File: config.mk
export PLATFORM = sky130hd
export DESIGN_NAME = div_unit
export DESIGN_NICKNAME = d
export VERILOG_FILES = /design/src/rtl/div_pkg.sv /design/src/rtl/div_step.sv /design/src/rtl/div_unit.sv
export SDC_FILE = /design/constraint.sdc
export NUM_CORES = 1
export LEC_CHECK = 0
export BUFFER_PORTS_ARGS = -buffer_cell sky130_fd_sc_hd__buf_2
export CAP_MARGIN = 30
export CELL_PAD_IN_SITES_DETAIL_PLACEMENT = 0
export CELL_PAD_IN_SITES_GLOBAL_PLACEMENT = 1
export CORE_MARGIN = 5
export CORE_UTILIZATION = 30
export CTS_BUF_LIST = sky130_fd_sc_hd__clkbuf_16
export DETAILED_ROUTE_END_ITERATION = 8
export PLACE_DENSITY_LB_ADDON = 0.1
export SLEW_MARGIN = 20
export SYNTH_ARGS = -nofsm -noshare
export SYNTH_HDL_FRONTEND = slang
export SYNTH_SLANG_ARGS = --single-unit
File: constraint.sdc
create_clock -name Clk -period 4.5 [get_ports Clk]
set_clock_uncertainty 0.15 [all_clocks]
set_input_delay 0.9 -clock Clk [delete_from_list [all_inputs] [get_ports Clk]]
set_output_delay 0.9 -clock Clk [all_outputs]
set_load 0.005 [all_outputs]
File: src/rtl/div_pkg.sv
// rtl/div_pkg.sv - shared types and constants for the iterative divider
package div_pkg;

    typedef enum logic [1:0] {
        IDLE = 2'd0,
        RUN  = 2'd1,
        SIGN = 2'd2,
        DONE = 2'd3
    } div_state_t;

    localparam int                   DIV_CNT_W = 6;
    localparam logic [DIV_CNT_W-1:0] DIV_ITER  = 6'd32;

endpackage

File: src/rtl/div_step.sv
// rtl/div_step.sv - one restoring division iteration (combinational)
module div_step #(
    parameter int W = 32
) (
    input  logic [W:0]   rem_i,
    input  logic [W-1:0] quo_i,
    input  logic [W-1:0] dvs_i,
    output logic [W:0]   rem_o,
    output logic [W-1:0] quo_o
);

    logic [W:0]   rem_sh;
    logic [W+1:0] diff;

    // One extra bit on the trial difference so its MSB is a clean borrow flag
    assign rem_sh = {rem_i[W-1:0], quo_i[W-1]};
    assign diff   = {1'b0, rem_sh} - {2'b00, dvs_i};

    always_comb begin
        if (diff[W+1]) begin
            rem_o = rem_sh;
            quo_o = {quo_i[W-2:0], 1'b0};
        end else begin
            rem_o = diff[W:0];
            quo_o = {quo_i[W-2:0], 1'b1};
        end
    end

endmodule

File: src/rtl/div_unit.sv
// rtl/div_unit.sv - iterative 32-bit signed/unsigned restoring divider
module div_unit
    import div_pkg::*;
#(
    parameter int WIDTH = 32
) (
    input  logic                 Clk,
    input  logic                 Reset,
    input  logic                 Start,
    input  logic                 Signed,
    input  logic [WIDTH-1:0]     Dividendo,
    input  logic [WIDTH-1:0]     Divisor,
    output logic                 Busy,
    output logic                 Done,
    output logic                 DivZero,
    output logic [WIDTH-1:0]     Lo,
    output logic [WIDTH-1:0]     Hi,
    output logic [DIV_CNT_W-1:0] Contador
);

    div_state_t           state_q, state_d;
    logic [DIV_CNT_W-1:0] cnt_q, cnt_d;
    logic [WIDTH:0]       rem_q, rem_d, step_rem;
    logic [WIDTH-1:0]     quo_q, quo_d, step_quo;
    logic [WIDTH-1:0]     dvs_q, dvs_d;
    logic [WIDTH-1:0]     lo_q, lo_d, hi_q, hi_d;
    logic                 qneg_q, qneg_d, rneg_q, rneg_d;
    logic                 divzero_q, divzero_d;
    logic                 dvd_neg, dvs_neg;

    div_step #(.W(WIDTH)) u_step (
        .rem_i (rem_q),
        .quo_i (quo_q),
        .dvs_i (dvs_q),
        .rem_o (step_rem),
        .quo_o (step_quo)
    );

    assign dvd_neg = Signed & Dividendo[WIDTH-1];
    assign dvs_neg = Signed & Divisor[WIDTH-1];

    always_comb begin
        state_d   = state_q;
        cnt_d     = cnt_q;
        rem_d     = rem_q;
        quo_d     = quo_q;
        dvs_d     = dvs_q;
        lo_d      = lo_q;
        hi_d      = hi_q;
        qneg_d    = qneg_q;
        rneg_d    = rneg_q;
        divzero_d = divzero_q;
        case (state_q)
            IDLE: begin
                if (Start) begin
                    if (Divisor == '0) begin
                        divzero_d = 1'b1;
                        state_d   = DONE;
                    end else begin
                        // The quotient register starts out holding |dividend|; it shifts into rem
                        quo_d     = dvd_neg ? (~Dividendo + 1'b1) : Dividendo;
                        dvs_d     = dvs_neg ? (~Divisor + 1'b1) : Divisor;
                        qneg_d    = dvd_neg ^ dvs_neg;
                        rneg_d    = dvd_neg;
                        rem_d     = '0;
                        cnt_d     = DIV_ITER;
                        divzero_d = 1'b0;
                        state_d   = RUN;
                    end
                end
            end
            RUN: begin
                rem_d = step_rem;
                quo_d = step_quo;
                cnt_d = cnt_q - 1'b1;
                if (cnt_q == 6'd1) begin
                    state_d = SIGN;
                end
            end
            SIGN: begin
                lo_d    = qneg_q ? (~quo_q + 1'b1) : quo_q;
                hi_d    = rneg_q ? (~rem_q[WIDTH-1:0] + 1'b1) : rem_q[WIDTH-1:0];
                state_d = DONE;
            end
            DONE: begin
                state_d = IDLE;
            end
            default: begin
                state_d = IDLE;
            end
        endcase
    end

    always_ff @(posedge Clk or negedge Reset) begin
        if (!Reset) begin
            state_q   <= IDLE;
            cnt_q     <= '0;
            rem_q     <= '0;
            quo_q     <= '0;
            dvs_q     <= '0;
            lo_q      <= '0;
            hi_q      <= '0;
            qneg_q    <= 1'b0;
            rneg_q    <= 1'b0;
            divzero_q <= 1'b0;
        end else begin
            state_q   <= state_d;
            cnt_q     <= cnt_d;
            rem_q     <= rem_d;
            quo_q     <= quo_d;
            dvs_q     <= dvs_d;
            lo_q      <= lo_d;
            hi_q      <= hi_d;
            qneg_q    <= qneg_d;
            rneg_q    <= rneg_d;
            divzero_q <= divzero_d;
        end
    end

    assign Busy     = (state_q != IDLE);
    assign Done     = (state_q == DONE);
    assign DivZero  = divzero_q;
    assign Lo       = lo_q;
    assign Hi       = hi_q;
    assign Contador = cnt_q;

endmodule

==> impl_metrics.json <==
{
  "global_route.usage.total_pct": 16.3,
  "cp_data_arrival_time_ns": 4.12,
  "worst_r2r_endpoint": "rem_q[0]$_DFFE_PN0P_",
  "num_antenna_cells": 0,
  "drt-initial-drc-count": 513,
  "max_clock_freq_mhz": 255,
  "gpl.final_weighted_congestion": 0.823,
  "clock_insertion_delay_worst_skew_ns": 0.44,
  "synth_edf_count": 0,
  "timing.final.crit_share_pct": 87.2,
  "slew-limit-headroom_pct": 46.5,
  "fin_setup_tns_ns": 0,
  "critical_path.max_fanout": 31,
  "outcome": "complete, no violations",
  "die-width_um": 203,
  "critical-path-slowest-cell": "dfrtp_1",
  "dominant_combinational_cell_family_by_area_after_synthesis": "compound AO/OA/AOI/OAI gates",
  "final_util_pct": 35.8,
  "syn_nets": 1433,
  "cts_tree": "done",
  "pin_count": 141,
  "synthesis.area_sq_mm": 0.0112,
  "critical_path.reg2reg.startpoint": "rem_q[5]$_DFFE_PN0P_",
  "hold_path.class": "in2async",
  "post_synthesis_share_of_cell_area_spent_on_and_or_nand_and_nor_gates_pct": 16.3,
  "timing.critical_path.slowest_cell_delay_ns": 0.48,
  "setup.worst_path.start": "rem_q[5]$_DFFE_PN0P_",
  "dp.cells": 1888,
  "antenna_left": 0,
  "area_growth_pct": 17.2,
  "layout.nets": 1551,
  "post_synth_inst_count": 1321,
  "synth.top_cells.by_count": "dfrtp_1, a21oi_1, nand2_1",
  "floorplan.rows": 70,
  "async_reset_ff_share_pct": 100,
  "final_wirelength_um": 34000,
  "path_clk_slew_ns": 0.07,
  "crit_path_cell_trace": "ha_1 -> a21o_1 -> a211oi_1 -> a21oi_1 -> nor4_2 -> o41ai_1 -> a41o_1 -> a211oi_4 -> buf_12 -> mux2_2 -> o22ai_1",
  "timing.setup.critical_path_class": "reg2reg",
  "cap_violations": 0,
  "final_cell_count_no_fill": 1919,
  "share_of_the_synthesized_area_in_compound_gates_ao_oa_aoi_oai_pct": 20.7,
  "yosysWarningCount": 0,
  "cellLeakagePower_uw": 0.00617,
  "grt_pass1_wl_um": 54000,
  "final_layout_size_suffix_gt1_share_pct": 15.6,
  "dp_slack_ns": 0.326,
  "timing.reg2reg.setup_slack_ns": 0.58,
  "avg_cell_area_syn_sq_um": 8.48,
  "dieHeight_um": 203,
  "number_of_antenna_violations_at_the_first_check_in_global_routing": 1,
  "grt_max_degree": 78,
  "numCtsBuffers": 17,
  "cts_hold_buf": 0,
  "synth_top_flop_cell": "dfrtp_1",
  "clock_period_minus_worst_slack_ns": 3.92,
  "r2r_cells": 11,
  "synth_cell_type_count": 61,
  "floorplan.core_area_sq_mm": 0.0367,
  "yosys-mux-area-fraction_pct": 4.05,
  "synth-xor-area-share_pct": 11.3,
  "ys_seq_area_share_pct": 38.2,
  "cp-end-kind": "flip-flop",
  "synth_area_leaders": "dfrtp_1, xor2_1, a21oi_1",
  "flop_and_latch_count_out_of_synthesis": 171,
  "yosysTopAreaCell": "dfrtp_1",
  "synthAdderAreaFrac_pct": 4.98,
  "number_of_endpoints_failing_setup_at_the_final_stage": 0,
  "finalWorstSetupSlack_ns": 0.577,
  "drc": 0,
  "buffer_ports.inserted": 140,
  "power.density_mw_per_mm2": 604,
  "grt_setup_unrepaired": "false",
  "post_drt_via_cell_ratio": 4.90,
  "floorplan.die_area_sq_mm": 0.0413,
  "h_tree_depth": 4,
  "drt_pre_antenna_iters": 5,
  "detailroute.via_count": 9399,
  "max-vdd-ir-drop_v": 0.000547,
  "initial_utilization_pct": 30.5,
  "worst_hold_slack_ns": 0.328,
  "avgRoutedWirePerCell_um": 17.7,
  "grt_remaining_overflow": 0,
  "final_hold_viol_count": 0,
  "cp-start-kind": "flip-flop",
  "report.final.slew_viol_count": 0,
  "cts.repair.resized": 0,
  "worst-endpoint-required_ns": 4.70,
  "cts_root_buf": "clkbuf_16",
  "critPathCapture": "rem_q[0]$_DFFE_PN0P_",
  "tightestPinTransition_ns": 0.793,
  "cts-root-to-sink-buffers": 2,
  "dpl.hpwl_um": 26000,
  "clkSinkCount": 171,
  "grt_pass1_vias": 9142,
  "synth_top_area_share_pct": 38.2,
  "number_of_buffers_added_for_setup_after_cts": 0,
  "yosysMostFrequentCell": "dfrtp_1"
}
[through the flow]
step	area [sq um]	power (uW)
2_1_floorplan	11200	5000
3_3_place_gp	12500	6260
3_5_place_dp	12500	6310
4_1_cts	13100	8030
5_1_grt	13100	8600
6_report	13100	7920
[critical path, delay by kind of cell, from the launching register on]
family          cells  cell delay, ns
simple gates        1            0.32
mux                 1            0.36
compound gates      7            1.83
flops               1            0.48
fa+ha+maj           1            0.40
buf+inv             1            0.26
[cell type report]
type                       instances  area [sq um]
tap                              468           586
sequential                       171          4280
multi-input combinational       1029          6470
fill                            3895         23600
clock inverter                    14           218
inverter                          60           225
timing repair buffer             160           927
clock buffer                      17           425
[kinds of logic after synthesis]
family                     Yosys count
and+or+nand+nor                    400
AOI/OAI and AO/OA                  396
DFF                                171
xor gates and xnor gates           145
buffers and inverters              121
muxes                               44
adders and majority gates           44
[worst min path at each step]
stage                               start                    end  slack [ns]  cells after the start
floorplan           dvs_q[11]$_DFFE_PN0P_  dvs_q[11]$_DFFE_PN0P_        0.30                      2
global placement    dvs_q[25]$_DFFE_PN0P_  dvs_q[25]$_DFFE_PN0P_        0.31                      2
detailed placement  dvs_q[21]$_DFFE_PN0P_  dvs_q[21]$_DFFE_PN0P_        0.32                      2
CTS                 dvs_q[21]$_DFFE_PN0P_  dvs_q[21]$_DFFE_PN0P_        0.34                      2
global route        dvs_q[21]$_DFFE_PN0P_  dvs_q[21]$_DFFE_PN0P_        0.36                      2
finish                              Reset     Hi[10]$_DFFE_PN0P_        0.33                      1
[power breakdown]
part	total [uW]	internal (uW)	switching, uW
clock	1670	990	679
combinational	3570	1390	2180
sequential	2690	2140	548
total	7920	4520	3410
[layer usage]
metal	part of all wire (%)	GRT usage [%]	vias to the layer above	wire length, um
met5	0.059	0	-	20
li1	-	-	4879	-
met4	0.67	3.11	2	226
met3	3.2	2.61	15	1080
met1	59	27.9	4362	19900
met2	37	21.0	141	12700
[layout by cell type (no fill, tap or decap), types with 5 or more instances in the layout]
cell,instances
o21ai_1,14
a211oi_1,7
a32oi_1,5
or3_1,21
and2_1,5
o41ai_1,12
ha_1,41
inv_1,59
buf_4,14
nor2b_1,5
o31ai_1,29
nor3_1,23
clkbuf_16,17
a21oi_1,156
nand2_1,142
mux2_2,11
bufinv_16,5
nand2b_1,15
or2_2,7
a21o_1,12
nor4_1,7
buf_12,5
nand3_1,11
buf_2,139
or4_1,10
xnor2_1,55
xor2_1,90
dfrtp_1,171
mux2i_1,33
o21ai_0,118
a31oi_1,5
o21a_1,5
nor2_1,136
[sequential cells by signal, indices dropped and copies added (netlist names)]
name      flops
Hi           32
Lo           32
dvs_q        32
quo_q        32
rem_q        32
Contador      6
state_q       2
DivZero       1
qneg_q        1
rneg_q        1
No activity file was read; power rests on OpenSTA's default activity.
